## config.mk

```make
export PLATFORM = sky130hd
export DESIGN_NAME = hazard_unit
export DESIGN_NICKNAME = d
export VERILOG_FILES = /design/src/rtl/hazard_unit.sv
export SDC_FILE = /design/constraint.sdc
export NUM_CORES = 1
export LEC_CHECK = 0
export CORE_UTILIZATION = 39
export CTS_CLUSTER_DIAMETER = 60
export DETAILED_ROUTE_END_ITERATION = 6
export REMOVE_ABC_BUFFERS = 1
export SYNTH_ARGS = -nofsm -noshare
export SYNTH_HDL_FRONTEND = slang
export SYNTH_SLANG_ARGS = --single-unit
```

## constraint.sdc

```tcl
create_clock -name clk -period 4.2 [get_ports clk]
set_clock_uncertainty 0.1 [all_clocks]
set_input_delay 1.26 -clock clk [delete_from_list [all_inputs] [get_ports clk]]
set_output_delay 1.26 -clock clk [all_outputs]
set_load 0.05 [all_outputs]
```

## src/rtl/hazard_unit.sv

```systemverilog
// hazard_unit: load-use stall, branch flush and operand forwarding control
// for the in-order pipeline. A shift register of instruction tags follows
// every instruction from EX through the last writeback stage; all
// hazard decisions are made by comparing the ID and EX source registers
// against the destinations held in that shift register.
module hazard_unit #(
    parameter int REG_ADDR_W = 5,
    parameter int DEPTH      = 4,
    parameter int LOAD_READY = 2,
    parameter int BR_STAGE   = 1,
    parameter int CNT_W      = 16
) (
    input  logic                     clk,
    input  logic                     rst_n,
    input  logic                     id_valid,
    input  logic [REG_ADDR_W-1:0]    id_rs,
    input  logic [REG_ADDR_W-1:0]    id_rt,
    input  logic                     id_use_rs,
    input  logic                     id_use_rt,
    input  logic                     id_wr_en,
    input  logic [REG_ADDR_W-1:0]    id_rd,
    input  logic                     id_is_load,
    input  logic                     br_taken,
    input  logic                     cnt_clr,
    output logic                     stall,
    output logic                     flush,
    output logic [$clog2(DEPTH)-1:0] fwd_a,
    output logic [$clog2(DEPTH)-1:0] fwd_b,
    output logic [CNT_W-1:0]         stall_cnt,
    output logic [CNT_W-1:0]         flush_cnt
);

    localparam int FWD_W = $clog2(DEPTH);

    // Elaboration-time guards on the pipeline geometry.
    if (DEPTH < 3) begin : g_bad_depth
        $error("hazard_unit: DEPTH must be at least 3");
    end
    if (LOAD_READY < 1 || LOAD_READY >= DEPTH) begin : g_bad_load_ready
        $error("hazard_unit: LOAD_READY must satisfy 1 <= LOAD_READY < DEPTH");
    end
    if (BR_STAGE < 1 || BR_STAGE >= DEPTH) begin : g_bad_br_stage
        $error("hazard_unit: BR_STAGE must satisfy 1 <= BR_STAGE < DEPTH");
    end

    // Tag record for one in-flight instruction.
    typedef struct packed {
        logic                  valid;
        logic                  wr_en;
        logic [REG_ADDR_W-1:0] rd;
        logic                  is_load;
        logic [REG_ADDR_W-1:0] rs;
        logic [REG_ADDR_W-1:0] rt;
        logic                  use_rs;
        logic                  use_rt;
    } entry_t;

    typedef entry_t [DEPTH-1:0] entry_vec_t;

    // ent[0] is EX, ent[1] is MEM, ... ent[DEPTH-1] is the last writeback stage.
    entry_vec_t ent;

    logic hazard;

    // True when entry e will write register r. r0 is hardwired zero and
    // therefore never produces a match.
    function automatic logic wr_match(input entry_t e, input logic [REG_ADDR_W-1:0] r);
        return e.valid && e.wr_en && (e.rd == r) && (r != '0);
    endfunction

    // Forwarding source for one EX operand: the youngest matching entry
    // wins. A load that matches before its data is ready selects the
    // register-file path instead; that situation is excluded by the stall.
    function automatic logic [FWD_W-1:0] pick_src(
        input entry_vec_t              e,
        input logic                    use_src,
        input logic [REG_ADDR_W-1:0]   r
    );
        logic [FWD_W-1:0] sel;
        logic             found;
        sel   = '0;
        found = 1'b0;
        for (int k = 1; k < DEPTH; k++) begin
            if (!found && wr_match(e[k], r)) begin
                found = 1'b1;
                if (!(e[k].is_load && (k < LOAD_READY))) begin
                    sel = FWD_W'(k);
                end
            end
        end
        if (!(e[0].valid && use_src)) begin
            sel = '0;
        end
        return sel;
    endfunction

    // Load-use detection: a used ID source matches a load whose data will
    // not yet be forwardable when the ID instruction reaches EX.
    always_comb begin
        // NOTE: every always_comb output gets a default before any
        // conditional assignment, so no path can leave it holding a value
        // (which would infer a latch).
        hazard = 1'b0;
        for (int j = 0; j < LOAD_READY - 1; j++) begin
            if (ent[j].is_load &&
                ((id_use_rs && wr_match(ent[j], id_rs)) ||
                 (id_use_rt && wr_match(ent[j], id_rt)))) begin
                hazard = 1'b1;
            end
        end
        hazard = hazard && id_valid;
    end

    // A taken branch kills the younger instructions, so it overrides a stall.
    assign flush = br_taken;
    assign stall = hazard && !br_taken;

    // Operand forwarding selects for the instruction currently in EX.
    always_comb begin
        fwd_a = pick_src(ent, ent[0].use_rs, ent[0].rs);
        fwd_b = pick_src(ent, ent[0].use_rt, ent[0].rt);
    end

    // Tag shift register: advances every cycle, bubbles on stall/flush.
    always_ff @(posedge clk or negedge rst_n) begin
        if (!rst_n) begin
            // NOTE: the tag array is control state, not data storage; it must
            // be cleared on reset so nothing stale forwards or stalls after
            // release.
            ent <= '0;
        end else begin
            // NOTE: sequential state uses non-blocking assignments so every
            // entry samples its neighbour's pre-edge value regardless of
            // loop order.
            for (int k = 0; k < DEPTH - 1; k++) begin
                ent[k+1] <= ent[k];
                if (flush && (k < BR_STAGE)) begin
                    ent[k+1].valid <= 1'b0;
                end
            end
            if (stall || flush || !id_valid) begin
                ent[0] <= '0;
            end else begin
                ent[0].valid   <= 1'b1;
                ent[0].wr_en   <= id_wr_en;
                ent[0].rd      <= id_rd;
                ent[0].is_load <= id_is_load;
                ent[0].rs      <= id_rs;
                ent[0].rt      <= id_rt;
                ent[0].use_rs  <= id_use_rs;
                ent[0].use_rt  <= id_use_rt;
            end
        end
    end

    // Saturating stall counter; clear wins over increment.
    always_ff @(posedge clk or negedge rst_n) begin
        if (!rst_n) begin
            stall_cnt <= '0;
        end else if (cnt_clr) begin
            stall_cnt <= '0;
        end else if (stall && (stall_cnt != '1)) begin
            stall_cnt <= stall_cnt + 1'b1;
        end
    end

    // Saturating flush counter; clear wins over increment.
    always_ff @(posedge clk or negedge rst_n) begin
        if (!rst_n) begin
            flush_cnt <= '0;
        end else if (cnt_clr) begin
            flush_cnt <= '0;
        end else if (flush && (flush_cnt != '1)) begin
            flush_cnt <= flush_cnt + 1'b1;
        end
    end

    // Source tags of the oldest entry are carried for uniformity but never
    // compared; fold them into a sink so they do not read as dead logic.
    logic unused_tail;
    assign unused_tail = ^{ent[DEPTH-1].rs, ent[DEPTH-1].rt,
                           ent[DEPTH-1].use_rs, ent[DEPTH-1].use_rt};

endmodule

```

Word level (Yosys, flattened, before mapping)
Index checks and enable logic that the tools add are counted.

word-level totals
  word-level logic and storage cells = 100
  output and inout port bits = 38
  bits in registers = 74
  input port bits = 24

cells by class
  reductions and logical operators = 48
  equal/unequal tests = 10
  $add $sub $neg = 2
  mux-type cells = 20

operators with widths
  operator               number
  $mux 16                4
  $eq 5x5->1             8
  $logic_and 1x1->1      33
  $add 16x1->16 const B  2
  $ne 16x16->1 const B   2
  $mux 20                1
  $reduce_bool 5->1      4
  $mux 2                 7
  $mux 1                 8
  $logic_not 1->1        6
  $reduce_bool 2->1      2
  $logic_or 1x1->1       3

Logic depth before layout (Yosys ltp)
  depth in word-level cells = 12
  gate-level depth with buffers = 8
  gate-level depth less buffers = 7

Least setup slack after synthesis
No wires, ideal clock.

  path kind = input to output
  start point = input id_rt[0]
  end point = output stall
  required time = 2840 ps
  cell stages on the path = 5
  arrival = 2582 ps
  buffers on the path = 0
  path slack = 258 ps
  cell sequence = or4_1 > a21oi_1 > nor3_1 > or2_1 > and2_1

on the way
  word-level cells in the longest chain between the ends = 9
  elaborated cells on any way between the ends = 10
  those cells by class = eq/ne: 1; mux: 1; reduce/logical: 8

RTL lines
  what                 line  RTL
  start: declaration   17    input logic [REG_ADDR_W-1:0] id_rt,
  $eq 5x5->1           68    return e.valid && e.wr_en && (e.rd == r) && (r != '0);
  $logic_and 1x1->1    68
  $logic_and 1x1->1 *  68
  $logic_and 1x1->1 *  107   (id_use_rt && wr_match(ent[j], id_rt)))) begin
  $logic_or 1x1->1 *   106   ((id_use_rs && wr_match(ent[j], id_rs)) ||
  $logic_and 1x1->1 *  105   if (ent[j].is_load &&
  $mux 1 *             105
  $logic_and 1x1->1 *  111   hazard = hazard && id_valid;
  $logic_and 1x1->1 *  116   assign stall = hazard && !br_taken;
  end: declaration     25    output logic stall,

Mark *: on every way between the ends. The rest lies on a longest branch, timed or not.

Worst setup path in the final report
  start point = input id_rt[2]
  end point = output stall

The elaborated chain is that of the path after synthesis.

==> results.sh <==
export IMPL_status="complete, but fails checks"
export IMPL_violations="design-rule violations"
export IMPL_die_y_um=98.0
export IMPL_synth_edf_count=0
export IMPL_fin_area_um2=4700
export IMPL_firstDrtPassIters=7
export IMPL_grt_pass1_vias=2864
export IMPL_clk_latency_ns=0.35
export IMPL_grt_max_degree=35
export IMPL_final_cells=544
export IMPL_preCtsSetupSlack_ns=-0.299
export IMPL_netlist_top_cells_area="dfrtp_1, xnor2_1, and2_1"
export IMPL_wl_per_cell_um=15.3
export IMPL_power_uw=1480
export IMPL_fmax_ghz=0.242
export IMPL_synth_ff_type="dfrtp_1"
export IMPL_cp_slowest_cell="or4_1"
export IMPL_numCtsBuffers=9
export IMPL_drcViolationCount=2
export IMPL_synthCells=348
export IMPL_port_buffers=61
export IMPL_period_share=0.984
export IMPL_dieArea_um2=9600
export IMPL_num_rows=34
export IMPL_dp_cells=524
export IMPL_mostFrequentLayoutCells="dfrtp_1, clkdlybuf4s50_1, xnor2_1"
export IMPL_final_hold_viol_count=0
export IMPL_endpoint_kind="output port"
export IMPL_rrSetupSlack_ns=1.85
export IMPL_area_delta_synth_final_pct=30.7
export IMPL_detailed_place_hpwl_um=6130
export IMPL_nets=457
export IMPL_crit_fanout=2
export IMPL_cp_arrival_ns=2.77
export IMPL_drtIter0Drc=97
export IMPL_worst_endpoint_required_ns=2.84
export IMPL_setup_viol=0
export IMPL_cts_tree="yes"
export IMPL_drive_above_1_share=0.124
export IMPL_ys_ff_latch=74
export IMPL_yosysTopAreaCell="dfrtp_1"
export IMPL_p_leak_uw=0.00192
export IMPL_cap_violations=0
export IMPL_cp_slowest_stage_delay_ns=0.51
export IMPL_antenna_found_initial=0
export IMPL_synth_top_area_frac=0.515
export IMPL_ys_async_sr_fraction=1.00
export IMPL_cts_path_max_buffers=2
export IMPL_fin_ws_ns=0.0666
export IMPL_clk_pin_slew_ns=0.07
export IMPL_worstPathCellList="clkdlybuf4s15_1 -> or4_1 -> a21oi_2 -> nor3_2 -> or2_1 -> and2_4 -> buf_8"
export IMPL_start_util=0.408
export IMPL_vias=2796
export IMPL_antennaDiodeCount=0
export IMPL_ioPinCount=62
export IMPL_avgSynthCellArea_um2=10.3
export IMPL_min_period_ns=4.13
export IMPL_finalMaxSlewViolations=0
export IMPL_clkSinkCount=74
export IMPL_maxSlewHeadroom=0.465
export IMPL_hold_class="reg -> reg"
export IMPL_grt_ovfl_total=0
export IMPL_via_per_inst=5.14
export IMPL_worstSetupStartpointType="input pin"
export IMPL_detail_route_wirelength_um=8350
export IMPL_crit_type="in -> out"
export IMPL_root_buffer="clkbuf_8"
export IMPL_power_per_cell_area_nw_per_um2=315
export IMPL_worstMarginPinSlew_ns=0.803
export IMPL_dpl_cell_area_um2=4420
export IMPL_ant_nets=0
export IMPL_grtUsageTotal=0.188
export IMPL_core_area_um2=8810
export IMPL_irDropWorstVdd_uv=167
export IMPL_ys_seq_area_frac=0.515
export IMPL_yosysWarnings=0
export IMPL_die_x_um=98.0
export IMPL_grt_pass1_wl_um=14200
export IMPL_synthDistinctLibCells=46
export IMPL_final_common_cell="dfrtp_1"
export IMPL_htree_num_levels=3
export IMPL_routabilityCongestion=0.802
export IMPL_syn_area_um2=3590
export IMPL_cts_hold_buf=0
-- logic make-up after synthesis --
kind of cell | after synthesis | synth area share
compound gates | 43 | 0.0748
xor+xnor | 51 | 0.124
fa+ha+maj | 2 | 0.00696
buf+inv | 13 | 0.0174
flops | 74 | 0.515
mux | 3 | 0.00905
simple gates | 162 | 0.252
-- power by group --
| group | total (µW) | internal (µW) | switching [µW] |
|---|---|---|---|
| registers | 751 | 729 | 21.7 |
| clock network | 600 | 333 | 267 |
| logic | 128 | 63.8 | 64.4 |
| total | 1480 | 1130 | 353 |
-- path summary, 6_finish.rpt --
| kind | startpoint | to | cells after the start |
|---|---|---|---|
| max | id_rt[2] | stall | 7 |
| min | ent[59] | ent[79] | 0 |
| max reg2reg | stall_cnt[0] | stall_cnt[7] | 7 |
| min reg2reg | ent[59] | ent[79] | 0 |
| max in group asynchronous | rst_n | ent[32] | 2 |
| min in group asynchronous | rst_n | flush_cnt[14] | 1 |
-- synthesized netlist by cell type, types with 3 or more instances --
master / number
dfrtp_1: 74
xnor2_1: 40
nor2_1: 28
and2_1: 22
nand2_1: 21
a21oi_1: 17
nand3_1: 17
nand4_1: 17
or3_1: 11
or4_1: 11
xor2_1: 11
nor3_1: 7
o21ai_0: 7
clkbuf_1: 6
o31ai_1: 6
nand2b_1: 5
nor4_1: 5
o21ai_1: 4
and3_1: 3
inv_1: 3
nor2b_1: 3
-- worst max-delay path, delay by kind of cell --
| family | cells | cell delay [ns] |
|---|---|---|
| compound gates | 1 | 0.21 |
| buf+inv | 2 | 0.32 |
| simple gates | 4 | 0.97 |
-- per-layer routing --
| metal | up-vias | GRT usage | routed length [µm] |
|---|---|---|---|
| met5 | - | 0 | 0 |
| met4 | 0 | 0.0723 | 113 |
| met3 | 8 | 0.0279 | 252 |
| met2 | 40 | 0.301 | 3990 |
| met1 | 1350 | 0.259 | 3990 |
| li1 | 1398 | - | - |
-- state kept, by name (all words and copies together), names as in the netlist --
signal,flops
flush_cnt,16
stall_cnt,16
ent,42
-- what timing repair did --
action	in CTS	in global routing
pin swaps	6	5
setup buffers	2	2
gates resized for setup	11	9
setup endpoints to repair	2	2
-- through the flow --
stage / utilization / TNS (ns) / hold slack, ns
after floorplan: - / 0 / 0.254
after global placement: 0.502 / -0.284 / 0.260
after CTS: 0.530 / -0.0134 / 0.279
after global routing: 0.533 / -0.0257 / 0.285
final: 0.533 / 0 / 0.276
after detailed placement: 0.502 / -0.299 / 0.262
-- area by class of cell --
cell class	count	area (µm²)
clock inverter	7	93.8
sequential	74	1850
timing repair buffer	82	778
clock buffer	9	124
tap	108	135
multi-input combinational	261	1700
fill	797	4110
inverter	3	11.3
Note: power is estimated with default switching activity, not from simulation.
